File: src/rtl/inst_split_queue_pkg.sv
// Shared MIPS32 instruction field widths and opcode constants for the fetch/decode queue.
package inst_split_queue_pkg;

  localparam int OP_BUS      = 6;
  localparam int FUNC_BUS    = 6;
  localparam int Target_BUS  = 26;
  localparam int Shamt_BUS   = 5;
  localparam int Imm_BUS     = 16;
  localparam int RegAddr_BUS = 5;
  localparam int Inst_BUS    = 32;

  localparam logic [OP_BUS-1:0] OP_SPECIAL = 6'h00;
  localparam logic [OP_BUS-1:0] OP_ANDI    = 6'h0C;
  localparam logic [OP_BUS-1:0] OP_ORI     = 6'h0D;
  localparam logic [OP_BUS-1:0] OP_XORI    = 6'h0E;
  localparam logic [OP_BUS-1:0] OP_LUI     = 6'h0F;

  // Logical immediates zero-extend, LUI shifts into the upper half, all else sign-extends.
  function automatic logic [31:0] ext_imm(input logic [OP_BUS-1:0] op,
                                          input logic [Imm_BUS-1:0] imm);
    logic [31:0] r;
    case (op)
      OP_ANDI, OP_ORI, OP_XORI: r = {16'h0, imm};
      OP_LUI:                   r = {imm, 16'h0};
      default:                  r = {{16{imm[15]}}, imm};
    endcase
    return r;
  endfunction

endpackage

File: src/rtl/inst_split_queue_field_slice.sv
// Combinational splitter of the queue head word into decode fields, zeroed when the head is empty.
// Optional imm_ext output is built only when INST_SPLIT_IMM_EXT_EN is defined.
module inst_field_slice
  import inst_split_queue_pkg::*;
(
  input  logic [Inst_BUS-1:0]    inst,
  input  logic                   valid,
  output logic [OP_BUS-1:0]      op,
  output logic [FUNC_BUS-1:0]    func,
  output logic [Target_BUS-1:0]  target,
  output logic [Shamt_BUS-1:0]   shamt,
  output logic [Imm_BUS-1:0]     imm_offset,
  output logic [RegAddr_BUS-1:0] rs,
  output logic [RegAddr_BUS-1:0] rt,
  output logic [RegAddr_BUS-1:0] rd,
  output logic                   is_rtype
`ifdef INST_SPLIT_IMM_EXT_EN
  ,output logic [31:0]           imm_ext
`endif
);

  logic [Inst_BUS-1:0] word;

  assign word       = valid ? inst : '0;
  assign op         = word[31:26];
  assign func       = word[5:0];
  assign target     = word[25:0];
  assign shamt      = word[10:6];
  assign imm_offset = word[15:0];
  assign rs         = word[25:21];
  assign rt         = word[20:16];
  assign rd         = word[15:11];
  assign is_rtype   = valid && (word[31:26] == OP_SPECIAL);

`ifdef INST_SPLIT_IMM_EXT_EN
  assign imm_ext = valid ? ext_imm(word[31:26], word[15:0]) : 32'h0;
`endif

endmodule

File: src/rtl/inst_split_queue.sv
// Fetch-to-decode instruction queue: circular buffer of {inst, pc} with valid/ready on both sides.
// Define INST_SPLIT_IMM_EXT_EN to add the extended-immediate output imm_ext.
module inst_split_queue
  import inst_split_queue_pkg::*;
#(
  parameter int DEPTH = 4,
  parameter int PC_W  = 32
) (
  input  logic                      clk,
  input  logic                      rst,
  input  logic                      flush,
  input  logic                      in_valid,
  output logic                      in_ready,
  input  logic [Inst_BUS-1:0]       in_inst,
  input  logic [PC_W-1:0]           in_pc,
  output logic                      out_valid,
  input  logic                      out_ready,
  output logic [PC_W-1:0]           out_pc,
  output logic [OP_BUS-1:0]         op,
  output logic [FUNC_BUS-1:0]       func,
  output logic [Target_BUS-1:0]     target,
  output logic [Shamt_BUS-1:0]      shamt,
  output logic [Imm_BUS-1:0]        imm_offset,
  output logic [RegAddr_BUS-1:0]    rs,
  output logic [RegAddr_BUS-1:0]    rt,
  output logic [RegAddr_BUS-1:0]    rd,
  output logic                      is_rtype,
  output logic [$clog2(DEPTH):0]    count
`ifdef INST_SPLIT_IMM_EXT_EN
  ,output logic [31:0]              imm_ext
`endif
);

  localparam int AW = $clog2(DEPTH);
  localparam int CW = AW + 1;

  logic [Inst_BUS-1:0] mem_inst [DEPTH];
  logic [PC_W-1:0]     mem_pc   [DEPTH];
  logic [AW-1:0]       wr_ptr;
  logic [AW-1:0]       rd_ptr;
  logic                push;
  logic                pop;

  assign in_ready  = (count != CW'(DEPTH));
  assign out_valid = (count != '0);
  assign push      = in_valid && in_ready;
  assign pop       = out_valid && out_ready;

  // DEPTH is a power of two, so pointer increments wrap on their own.
  always_ff @(posedge clk) begin
    if (rst || flush) begin
      wr_ptr <= '0;
      rd_ptr <= '0;
      count  <= '0;
    end else begin
      if (push) wr_ptr <= wr_ptr + AW'(1);
      if (pop)  rd_ptr <= rd_ptr + AW'(1);
      case ({push, pop})
        2'b10:   count <= count + CW'(1);
        2'b01:   count <= count - CW'(1);
        default: count <= count;
      endcase
    end
  end

  // Storage is never cleared; flush and reset only rewind the pointers.
  always_ff @(posedge clk) begin
    if (push && !rst && !flush) begin
      mem_inst[wr_ptr] <= in_inst;
      mem_pc[wr_ptr]   <= in_pc;
    end
  end

  assign out_pc = out_valid ? mem_pc[rd_ptr] : '0;

  inst_field_slice u_slice (
    .inst       (mem_inst[rd_ptr]),
    .valid      (out_valid),
    .op         (op),
    .func       (func),
    .target     (target),
    .shamt      (shamt),
    .imm_offset (imm_offset),
    .rs         (rs),
    .rt         (rt),
    .rd         (rd),
    .is_rtype   (is_rtype)
`ifdef INST_SPLIT_IMM_EXT_EN
    ,.imm_ext   (imm_ext)
`endif
  );

endmodule

File: config.mk
export PLATFORM = sky130hd
export DESIGN_NAME = inst_split_queue
export DESIGN_NICKNAME = d
export VERILOG_FILES = /design/src/rtl/inst_split_queue_pkg.sv /design/src/rtl/inst_split_queue_field_slice.sv /design/src/rtl/inst_split_queue.sv
export SDC_FILE = /design/constraint.sdc
export NUM_CORES = 1
export LEC_CHECK = 0
export CELL_PAD_IN_SITES_DETAIL_PLACEMENT = 1
export CELL_PAD_IN_SITES_GLOBAL_PLACEMENT = 2
export CORE_ASPECT_RATIO = 0.9
export CORE_MARGIN = 2
export CORE_UTILIZATION = 44
export CTS_BUF_LIST = sky130_fd_sc_hd__clkbuf_2 sky130_fd_sc_hd__clkbuf_4 sky130_fd_sc_hd__clkbuf_8
export DETAILED_ROUTE_END_ITERATION = 12
export PLACE_DENSITY = 0.93
export SYNTH_ARGS = -nofsm -noshare
export SYNTH_HDL_FRONTEND = slang
export SYNTH_SLANG_ARGS = --single-unit
export TNS_END_PERCENT = 1
File: constraint.sdc
create_clock -name clk -period 4.25 [get_ports clk]
set_input_delay 1.0625 -clock clk [delete_from_list [all_inputs] [get_ports clk]]
set_output_delay 1.0625 -clock clk [all_outputs]
set_load 0.005 [all_outputs]
==> impl_metrics.sql, run 1 <==
INSERT INTO impl_metrics (metric_group, metric, value, unit) VALUES
('placement', 'gpl.final_weighted_congestion', '0.7115', ''),
('setup_path', 'arrival_time_at_the_worst_endpoint', '2.87', 'ns'),
('placement', 'io_buffers', '180', ''),
('clock_tree', 'post-cts-setup-buffer-count', '0', ''),
('pwr', 'p_int', '0.004249', 'W'),
('logic_synthesis', 'dominant_combinational_cell_family_by_area_after_synthesis', 'multiplexers', ''),
('placement', 'post_dp_cell_area', '12330', 'um2'),
('hold_path', 'hp-start', 'rd_ptr[1]', ''),
('global_routing', 'grt.total_usage', '18.06', '%'),
('routing', 'wire_per_inst', '21.86', 'um'),
('logic_synthesis', 'post-synth-top-area-cell', 'sky130_fd_sc_hd__edfxtp_1', ''),
('logic_synthesis', 'post-synth-top-count-cell', 'sky130_fd_sc_hd__edfxtp_1', ''),
('logic_synthesis', 'synth_top_cells_by_area', 'sky130_fd_sc_hd__edfxtp_1 (74%), sky130_fd_sc_hd__mux4_2 (14%), sky130_fd_sc_hd__and2_1 (3.9%)', ''),
('setup_path', 'worstReg2RegStart', 'count[2]', ''),
('finish', 'flow.area_growth_from_synthesis', '25.88', '%'),
('timing', 'hold_violations', '0', ''),
('setup_path', 'criticalPathCategory', 'register to primary output', ''),
('placement', 'place_hpwl', '13.69', 'mm'),
('timing', 'clock_skew', '0.01600', 'ns'),
('setup_path', 'critical_path.slowest_cell', 'sky130_fd_sc_hd__mux4_2', ''),
('logic_synthesis', 'post_synth_fa_ha_maj_area_fraction', '0.7907', '%'),
('finish', 'number_of_nets_in_the_final_layout', '749', ''),
('setup_path', 'reg2reg_depth', '9', ''),
('setup_path', 'cp.buffers_inverters', '1', ''),
('die', 'initial_core_util', '44.74', '%'),
('logic_synthesis', 'ys_seq_elements', '265', ''),
('setup_path', 'reg2reg_to', 'count[2]', ''),
('clock_tree', 'cts-root-buf', 'sky130_fd_sc_hd__clkbuf_8', ''),
('routing', 'detailed_router_iteration_count_before_antenna_repair', '4', ''),
('setup_path', 'timing.critical_path.fanout_max', '17', ''),
('outcome', 'run_status', 'finished clean', ''),
('routing', 'wirelength', '22.04', 'mm'),
('setup_path', 'critical_path_launch_point_type', 'register', ''),
('logic_synthesis', 'area_fraction_of_the_dominant_cell_type_after_synthesis', '73.61', '%'),
('logic_synthesis', 'synth_edf_count', '256', ''),
('pwr', 'netSwitchingFraction', '20.67', '%'),
('pwr', 'power_density', '407.4', 'nW/um2'),
('clock_tree', 'tritoncts', 'done', ''),
('logic_synthesis', 'synth_compound_area_share', '0.5391', '%'),
('timing', 'drv_slew', '0', ''),
('die', 'design.portCount', '181', ''),
('pwr', 'power.share.sequential', '54.2', '%'),
('hold_path', 'min_delay_worst_endpoint', 'rd_ptr[1]', ''),
('global_routing', 'grt_first_pass_wirelength', '34.23', 'mm'),
('setup_path', 'crit_path_cell_chain', 'mux4_2 -> or4_1 -> nor4_2 -> clkdlybuf4s50_1', ''),
('setup_path', 'worst_path_largest_cell_delay', '0.57', 'ns'),
('routing', 'antenna_violating_nets_remaining', '0', ''),
('finish', 'filler_cell_count', '2071', ''),
('global_routing', 'number_of_antenna_violations_at_the_first_check_in_global_routing', '0', ''),
('global_routing', 'globalRouteMet1Util', '22.43', '%'),
('die', 'die-area', '24990', 'um2'),
('timing', 'rsz0062_at_grt', 'no', ''),
('die', 'dieWidth', '166.4', 'um'),
('logic_synthesis', 'synth_simple_gate_area_share', '4.924', '%'),
('timing', 'setup_violations', '0', ''),
('die', 'core_area', '23340', 'um2'),
('finish', 'regArea', '7875', 'um2'),
('setup_path', 'nature_of_the_critical_path_endpoint', 'primary output', ''),
('timing', 'timing.max_slew.rel_slack', '30.23', '%'),
('logic_synthesis', 'synthesis.area', '10440', 'um2'),
('logic_synthesis', 'synth_cell_types', '26', ''),
('logic_synthesis', 'async_flop_share', '0', '%'),
('hold_path', 'worst_hold_path_type', 'register to register', ''),
('logic_synthesis', 'synthesis.instances', '505', ''),
('global_routing', 'met3_track_demand_over_resource', '3.943', '%'),
('logic_synthesis', 'netlist_top_cells_count', 'sky130_fd_sc_hd__edfxtp_1 (256), sky130_fd_sc_hd__and2_1 (65), sky130_fd_sc_hd__mux4_2 (64)', ''),
('clock_tree', 'cts-resized-gates', '0', ''),
('timing', 'fin_setup_tns', '0', 'ns'),
('pwr', 'finalPower', '0.005356', 'W'),
('hold_path', 'hold-path-cell-count', '2', ''),
('timing', 'worst_slack', '0.3133', 'ns');
power by group through the flow:
stage / logic (W) / clock network [W] / registers, W
finish: 0.000361 / 0.00209 / 0.00290
global route: 0.000390 / 0.00226 / 0.00290
CTS: 0.000368 / 0.00215 / 0.00290
detailed placement: 0.000365 / 0 / 0.00296
global placement: 0.000351 / 0 / 0.00295
floorplan: 0.000151 / 0 / 0.00296
through the flow:
step | cells | util [%]
2_1_floorplan | 505 | -
3_3_place_gp | 931 | 52.81
3_5_place_dp | 931 | 52.81
4_1_cts | 1008 | 56.30
5_1_grt | 1008 | 56.32
6_report | 1008 | 56.32
cells in the final DEF, fill, tap and decap left out, types with 2 or more instances in the layout:
| master | Yosys | routed |
|---|---|---|
| sky130_fd_sc_hd__edfxtp_1 | 256 | 256 |
| sky130_fd_sc_hd__clkdlybuf4s50_1 | 0 | 180 |
| sky130_fd_sc_hd__and2_1 | 65 | 65 |
| sky130_fd_sc_hd__mux4_2 | 64 | 64 |
| sky130_fd_sc_hd__clkbuf_8 | 0 | 45 |
| sky130_fd_sc_hd__clkinv_1 | 0 | 15 |
| sky130_fd_sc_hd__clkbuf_4 | 0 | 12 |
| sky130_fd_sc_hd__inv_1 | 8 | 7 |
| sky130_fd_sc_hd__nor2_1 | 7 | 7 |
| sky130_fd_sc_hd__dfxtp_1 | 9 | 7 |
| sky130_fd_sc_hd__buf_4 | 42 | 6 |
| sky130_fd_sc_hd__ha_1 | 5 | 5 |
| sky130_fd_sc_hd__and3_4 | 0 | 4 |
| sky130_fd_sc_hd__xor2_1 | 4 | 4 |
| sky130_fd_sc_hd__a21oi_1 | 4 | 4 |
| sky130_fd_sc_hd__clkinv_2 | 0 | 4 |
| sky130_fd_sc_hd__a21o_1 | 2 | 2 |
| sky130_fd_sc_hd__nand3_1 | 2 | 2 |
| sky130_fd_sc_hd__dfxtp_4 | 0 | 2 |
| sky130_fd_sc_hd__buf_12 | 0 | 2 |
worst register-to-register path, delay by kind of cell, from the launching register on:
kind / cells / cell delay (ns)
simple gates: 3 / 1.13
fa+ha+maj: 2 / 0.55
flops: 1 / 0.45
xor+xnor: 1 / 0.17
compound gates: 1 / 0.16
buf+inv: 2 / 0.14
area by class of cell:
class / instances / share of cell area [%]
Sequential cell: 265 / 59.90
Multi-Input combinational cell: 167 / 16.35
Timing Repair Buffer: 189 / 14.44
Clock buffer: 57 / 5.396
Tap cell: 302 / 2.874
Clock inverter: 20 / 0.8090
Inverter: 8 / 0.2284
how the worst max path moves through the flow:
stage,startpoint,to,slack [ns]
finish,register,is_rtype,0.31
floorplan,rst,mem_inst[0][0],1.03
CTS,register,target[14],0.08
detailed placement,register,target[14],0.68
global route,register,imm_offset[4],0.16
global placement,register,target[9],0.69
logic make-up (layout without fill, tap and decap cells):
| kind of cell | after synthesis | count (layout) |
|---|---|---|
| AO/OA/AOI/OAI | 9 | 9 |
| flip-flops | 265 | 265 |
| buffers and inverters | 73 | 274 |
| multiplexers | 64 | 64 |
| XOR/XNOR | 4 | 4 |
| adder cells (fa/ha/maj) | 6 | 6 |
| AND/OR/NAND/NOR | 84 | 84 |
registers in the layout, indices dropped and copies added, names as in the netlist, named ones only:
| signal | cells |
|---|---|
| count | 3 |
| mem_inst | 128 |
| mem_pc | 128 |
| rd_ptr | 2 |
| wr_ptr | 2 |
metal layers:
metal | share of wire (%) | routed length, um
met5 | 0 | 0
met4 | 2.0 | 445
met3 | 5.1 | 1135
met2 | 52 | 11530
met1 | 41 | 8929
Power figures use the tool's default switching activity.
==> inputs of run 2 (changes only) <==
--- a/config.mk
+++ b/config.mk
@@ -5,15 +5,14 @@
 export SDC_FILE = /design/constraint.sdc
 export NUM_CORES = 1
 export LEC_CHECK = 0
-export CELL_PAD_IN_SITES_DETAIL_PLACEMENT = 1
-export CELL_PAD_IN_SITES_GLOBAL_PLACEMENT = 2
 export CORE_ASPECT_RATIO = 0.9
 export CORE_MARGIN = 2
-export CORE_UTILIZATION = 44
+export CORE_UTILIZATION = 55
 export CTS_BUF_LIST = sky130_fd_sc_hd__clkbuf_2 sky130_fd_sc_hd__clkbuf_4 sky130_fd_sc_hd__clkbuf_8
 export DETAILED_ROUTE_END_ITERATION = 12
-export PLACE_DENSITY = 0.93
+export PLACE_DENSITY = 0.89
 export SYNTH_ARGS = -nofsm -noshare
 export SYNTH_HDL_FRONTEND = slang
+export SYNTH_HIERARCHICAL = 1
 export SYNTH_SLANG_ARGS = --single-unit
 export TNS_END_PERCENT = 1
==> run 2 against run 1 <==
Effect of this change: non-clock buffer count up 4; maximum frequency up 2.7%; utilization up 14 points; clock-buffer cell count down 8; design area down 0.71%; final cell count down 5.7%; clock power down 3%; largest cell class unchanged; register-to-register slack better by 0.09 ns.
==> impl_metrics.sql, run 2 <==
INSERT INTO impl_metrics (metric_group, metric, value, unit) VALUES
('outcome', 'run_status', 'finished clean', ''),
('logic_synthesis', 'synth_top_cells_by_area', 'sky130_fd_sc_hd__edfxtp_1 (73%), sky130_fd_sc_hd__mux4_2 (14%), sky130_fd_sc_hd__buf_4 (3.3%)', ''),
('setup_path', 'worstPathRequired', '3.19', 'ns'),
('clock_tree', 'clock_latency', '0.53', 'ns'),
('timing', 'timing.max_slew.rel_slack', '42.40', '%'),
('timing', 'worst_slack', '0.4180', 'ns'),
('hold_path', 'worst_hold_path_type', 'register to register', ''),
('finish', 'layout.cells.most_common', 'sky130_fd_sc_hd__edfxtp_1', ''),
('pwr', 'power_density', '405.3', 'nW/um2'),
('setup_path', 'worst_path_largest_cell_delay', '0.56', 'ns'),
('logic_synthesis', 'post_synth_fa_ha_maj_area_fraction', '0.7868', '%'),
('timing', 'layout_worst_path_cycle_share', '90.16', '%'),
('pwr', 'p_leak', '4.134', 'nW'),
('logic_synthesis', 'xor_xnor_fraction_of_synth_area', '0.1669', '%'),
('die', 'core.rowCount', '47', ''),
('global_routing', 'globalRoute.totalOverflow', '0', ''),
('routing', 'vias_per_cell', '5.498', ''),
('die', 'dieWidth', '149.6', 'um'),
('setup_path', 'worstReg2RegStart', 'count[0]', ''),
('run', 'number_of_max_cap_violations', '0', ''),
('logic_synthesis', 'syn-mean-instance-area', '20.78', 'um2'),
('routing', 'wirelength', '20.10', 'mm'),
('logic_synthesis', 'ys_seq_elements', '265', ''),
('placement', 'place_hpwl', '12.41', 'mm'),
('setup_path', 'arrival_time_at_the_worst_endpoint', '2.77', 'ns'),
('global_routing', 'number_of_antenna_violations_at_the_first_check_in_global_routing', '0', ''),
('logic_synthesis', 'dominant_combinational_cell_family_by_area_after_synthesis', 'multiplexers', ''),
('die', 'core_area', '18520', 'um2'),
('global_routing', 'grt_pass1_vias', '5685', ''),
('finish', 'layout.cells.most_common_list', 'sky130_fd_sc_hd__edfxtp_1 (256), sky130_fd_sc_hd__clkdlybuf4s50_1 (180), sky130_fd_sc_hd__mux4_2 (64)', ''),
('setup_path', 'reg2reg_depth', '9', ''),
('clock_tree', 'number_of_h_tree_branching_levels', '2', ''),
('clock_tree', 'cts_made_buffers', '40', ''),
('global_routing', 'grt_first_pass_wirelength', '30.73', 'mm'),
('clock_tree', 'clkSlewWorstSetupHoldPaths', '0.06', 'ns'),
('routing', 'dr.first_iter.drc_count', '348', ''),
('placement', 'io_buffers', '180', ''),
('timing', 'max_slew.worst_pin.slew', '0.8630', 'ns'),
('placement', 'gpl.final_weighted_congestion', '0.7500', ''),
('routing', 'wire_per_inst', '21.14', 'um'),
('setup_path', 'critical_path.slowest_cell', 'sky130_fd_sc_hd__mux4_2', ''),
('routing', 'dr_total_vias', '5229', ''),
('global_routing', 'grt.total_usage', '20.29', '%'),
('setup_path', 'crit_path_cell_chain', 'buf_4 -> mux4_2 -> and2_1 -> clkdlybuf4s50_1', ''),
('logic_synthesis', 'synth_cell_types', '33', ''),
('die', 'design.portCount', '181', ''),
('finish', 'top_regs', 'mem_inst x128, mem_pc x128, count x3', ''),
('logic_synthesis', 'post-synth-top-area-cell', 'sky130_fd_sc_hd__edfxtp_1', ''),
('setup_path', 'criticalPathCategory', 'register to primary output', ''),
('finish', 'flow.area_growth_from_synthesis', '24.37', '%'),
('logic_synthesis', 'area_fraction_of_the_dominant_cell_type_after_synthesis', '73.25', '%'),
('logic_synthesis', 'synth_edf_count', '256', ''),
('finish', 'finalCoreUtilization', '70.46', '%'),
('clock_tree', 'post-cts-setup-buffer-count', '0', ''),
('timing', 'drv_slew', '0', ''),
('setup_path', 'reg2reg_to', 'count[2]', ''),
('logic_synthesis', 'ys_warn_count', '6', ''),
('placement', 'post_dp_cell_area', '12270', 'um2'),
('setup_path', 'timing.critical_path.fanout_max', '22', ''),
('logic_synthesis', 'synth_simple_gate_area_share', '5.246', '%'),
('logic_synthesis', 'post-synth-top-count-cell', 'sky130_fd_sc_hd__edfxtp_1', ''),
('finish', 'final_layout_size_suffix_gt1_share', '20.68', '%'),
('timing', 'rsz0062_at_grt', 'no', ''),
('die', 'die-area', '20200', 'um2'),
('logic_synthesis', 'netlist_top_cells_count', 'sky130_fd_sc_hd__edfxtp_1 (256), sky130_fd_sc_hd__mux4_2 (64), sky130_fd_sc_hd__buf_4 (46)', ''),
('logic_synthesis', 'synth_compound_area_share', '0.4530', '%'),
('pwr', 'vdd_ir_max', '0.3023', 'mV'),
('clock_tree', 'hold_buffers', '0', ''),
('finish', 'antenna_cells', '0', ''),
('die', 'initial_core_util', '56.66', '%'),
('clock_tree', 'cts-root-buf', 'sky130_fd_sc_hd__clkbuf_8', ''),
('routing', 'antenna_violating_nets_remaining', '0', ''),
('logic_synthesis', 'mux_contribution_to_synthesized_area', '13.83', '%'),
('setup_path', 'critical_path_launch_point_type', 'register', ''),
('logic_synthesis', 'async_flop_share', '0', '%'),
('timing', 'fin_setup_tns', '0', 'ns'),
('logic_synthesis', 'synthesized_net_count', '580', ''),
('setup_path', 'nature_of_the_critical_path_endpoint', 'primary output', ''),
('clock_tree', 'cts-resized-gates', '0', ''),
('logic_synthesis', 'synthesis.instances', '505', ''),
('clock_tree', 'cts.sinks', '265', ''),
('timing', 'setup_violations', '0', ''),
('routing', 'detailed_router_iteration_count_before_antenna_repair', '4', ''),
('logic_synthesis', 'synth_flop_type', 'sky130_fd_sc_hd__edfxtp_1', ''),
('hold_path', 'hp-start', 'rd_ptr[1]', ''),
('hold_path', 'hold-path-cell-count', '2', ''),
('timing', 'maximum_clock_frequency', '261.0', 'MHz'),
('finish', 'stdcell_area', '13050', 'um2'),
('timing', 'period_needed', '3.832', 'ns'),
('setup_path', 'regToRegSetupSlack', '1.67', 'ns'),
('timing', 'hold_violations', '0', ''),
('global_routing', 'pin_count_of_the_biggest_net_entering_global_routing', '43', ''),
('logic_synthesis', 'synth.yosys.seq_area_share', '74.96', '%'),
('placement', 'post-place-ws', '0.9078', 'ns'),
('timing', 'fin_worst_hold_slack', '0.5039', 'ns'),
('clock_tree', 'tritoncts', 'done', ''),
('die', 'die_height', '135.1', 'um'),
('finish', 'number_of_nets_in_the_final_layout', '751', ''),
('clock_tree', 'max-clock-path-buffers', '3', ''),
('timing', 'clock_skew', '0.02207', 'ns'),
('logic_synthesis', 'synthesis.area', '10500', 'um2'),
('routing', 'drc_errors', '0', '');
==> run 2: changes by cell type in the layout (fill, tap and decap cells not counted), moves of 4 or more <==
cell | before | now
sky130_fd_sc_hd__and3_2 | 0 | 4
sky130_fd_sc_hd__and2_1 | 65 | 31
sky130_fd_sc_hd__clkbuf_8 | 45 | 41
sky130_fd_sc_hd__nand2_1 | 0 | 4
sky130_fd_sc_hd__and3_4 | 4 | 0
sky130_fd_sc_hd__buf_4 | 6 | 12
sky130_fd_sc_hd__clkbuf_4 | 12 | 8
sky130_fd_sc_hd__nor2b_1 | 0 | 33
==> run 2: metal layers <==
layer / part of all wire, % / GRT usage (%)
met1: 38 / 24.55
met2: 52 / 34.68
met3: 8.2 / 6.250
met4: 2.1 / 7.460
met5: 0 / 0
==> run 2: area by class of cell <==
cell class                 count  area, um2
sequential                   265       7873
multi-input combinational    169       2156
inverter                       7      26.28
fill                        1116       5472
tap                          245      306.5
clock inverter                23      155.1
clock buffer                  49      624.3
timing repair buffer         193       1912
==> run 2: how the worst max path moves through the flow <==
stage | start | end | slack, ns | depth (start not counted)
floorplan | register | is_rtype | 1.55 | 5
global placement | register | target[7] | 0.96 | 4
detailed placement | register | imm_offset[4] | 0.91 | 4
CTS | register | imm_offset[4] | 0.31 | 4
global route | register | target[4] | 0.20 | 4
finish | register | rd[4] | 0.42 | 4
==> run 2: power breakdown <==
group / switching (W) / internal [W]
Clock: 0.000922 / 0.00109
Sequential: 0.0000114 / 0.00289
Combinational: 0.000151 / 0.000218
==> run 2: cell families (layout without fill, tap and decap cells) <==
group | count (synthesis) | after routing
and+or+nand+nor | 88 | 88
xor gates and xnor gates | 2 | 2
muxes | 65 | 65
DFF | 265 | 265
adders and majority gates | 6 | 6
AOI/OAI and AO/OA | 8 | 8
buffers and inverters | 71 | 272
==> run 2: worst max-delay path: cells and delay by family (launching register included) <==
kind | cells | cell delay [ns]
buf+inv | 2 | 0.93
flops | 1 | 0.54
mux | 1 | 0.56
simple gates | 1 | 0.20
==> run 2: through the flow <==
step                total power [W]  std cells
finish                     0.005290        951
detailed placement         0.003330        879
floorplan                  0.003115        505
global route               0.005472        951
CTS                        0.005340        951
global placement           0.003313        879
==> inputs of run 3 (changes only) <==
--- a/config.mk
+++ b/config.mk
@@ -5,6 +5,7 @@
 export SDC_FILE = /design/constraint.sdc
 export NUM_CORES = 1
 export LEC_CHECK = 0
+export CAP_MARGIN = 40
 export CORE_ASPECT_RATIO = 0.9
 export CORE_MARGIN = 2
 export CORE_UTILIZATION = 55
@@ -15,4 +16,4 @@
 export SYNTH_HDL_FRONTEND = slang
 export SYNTH_HIERARCHICAL = 1
 export SYNTH_SLANG_ARGS = --single-unit
-export TNS_END_PERCENT = 1
+export TNS_END_PERCENT = 5
==> results of run 3 <==
Final layout, timing and power as in run 2 (identical DEF).
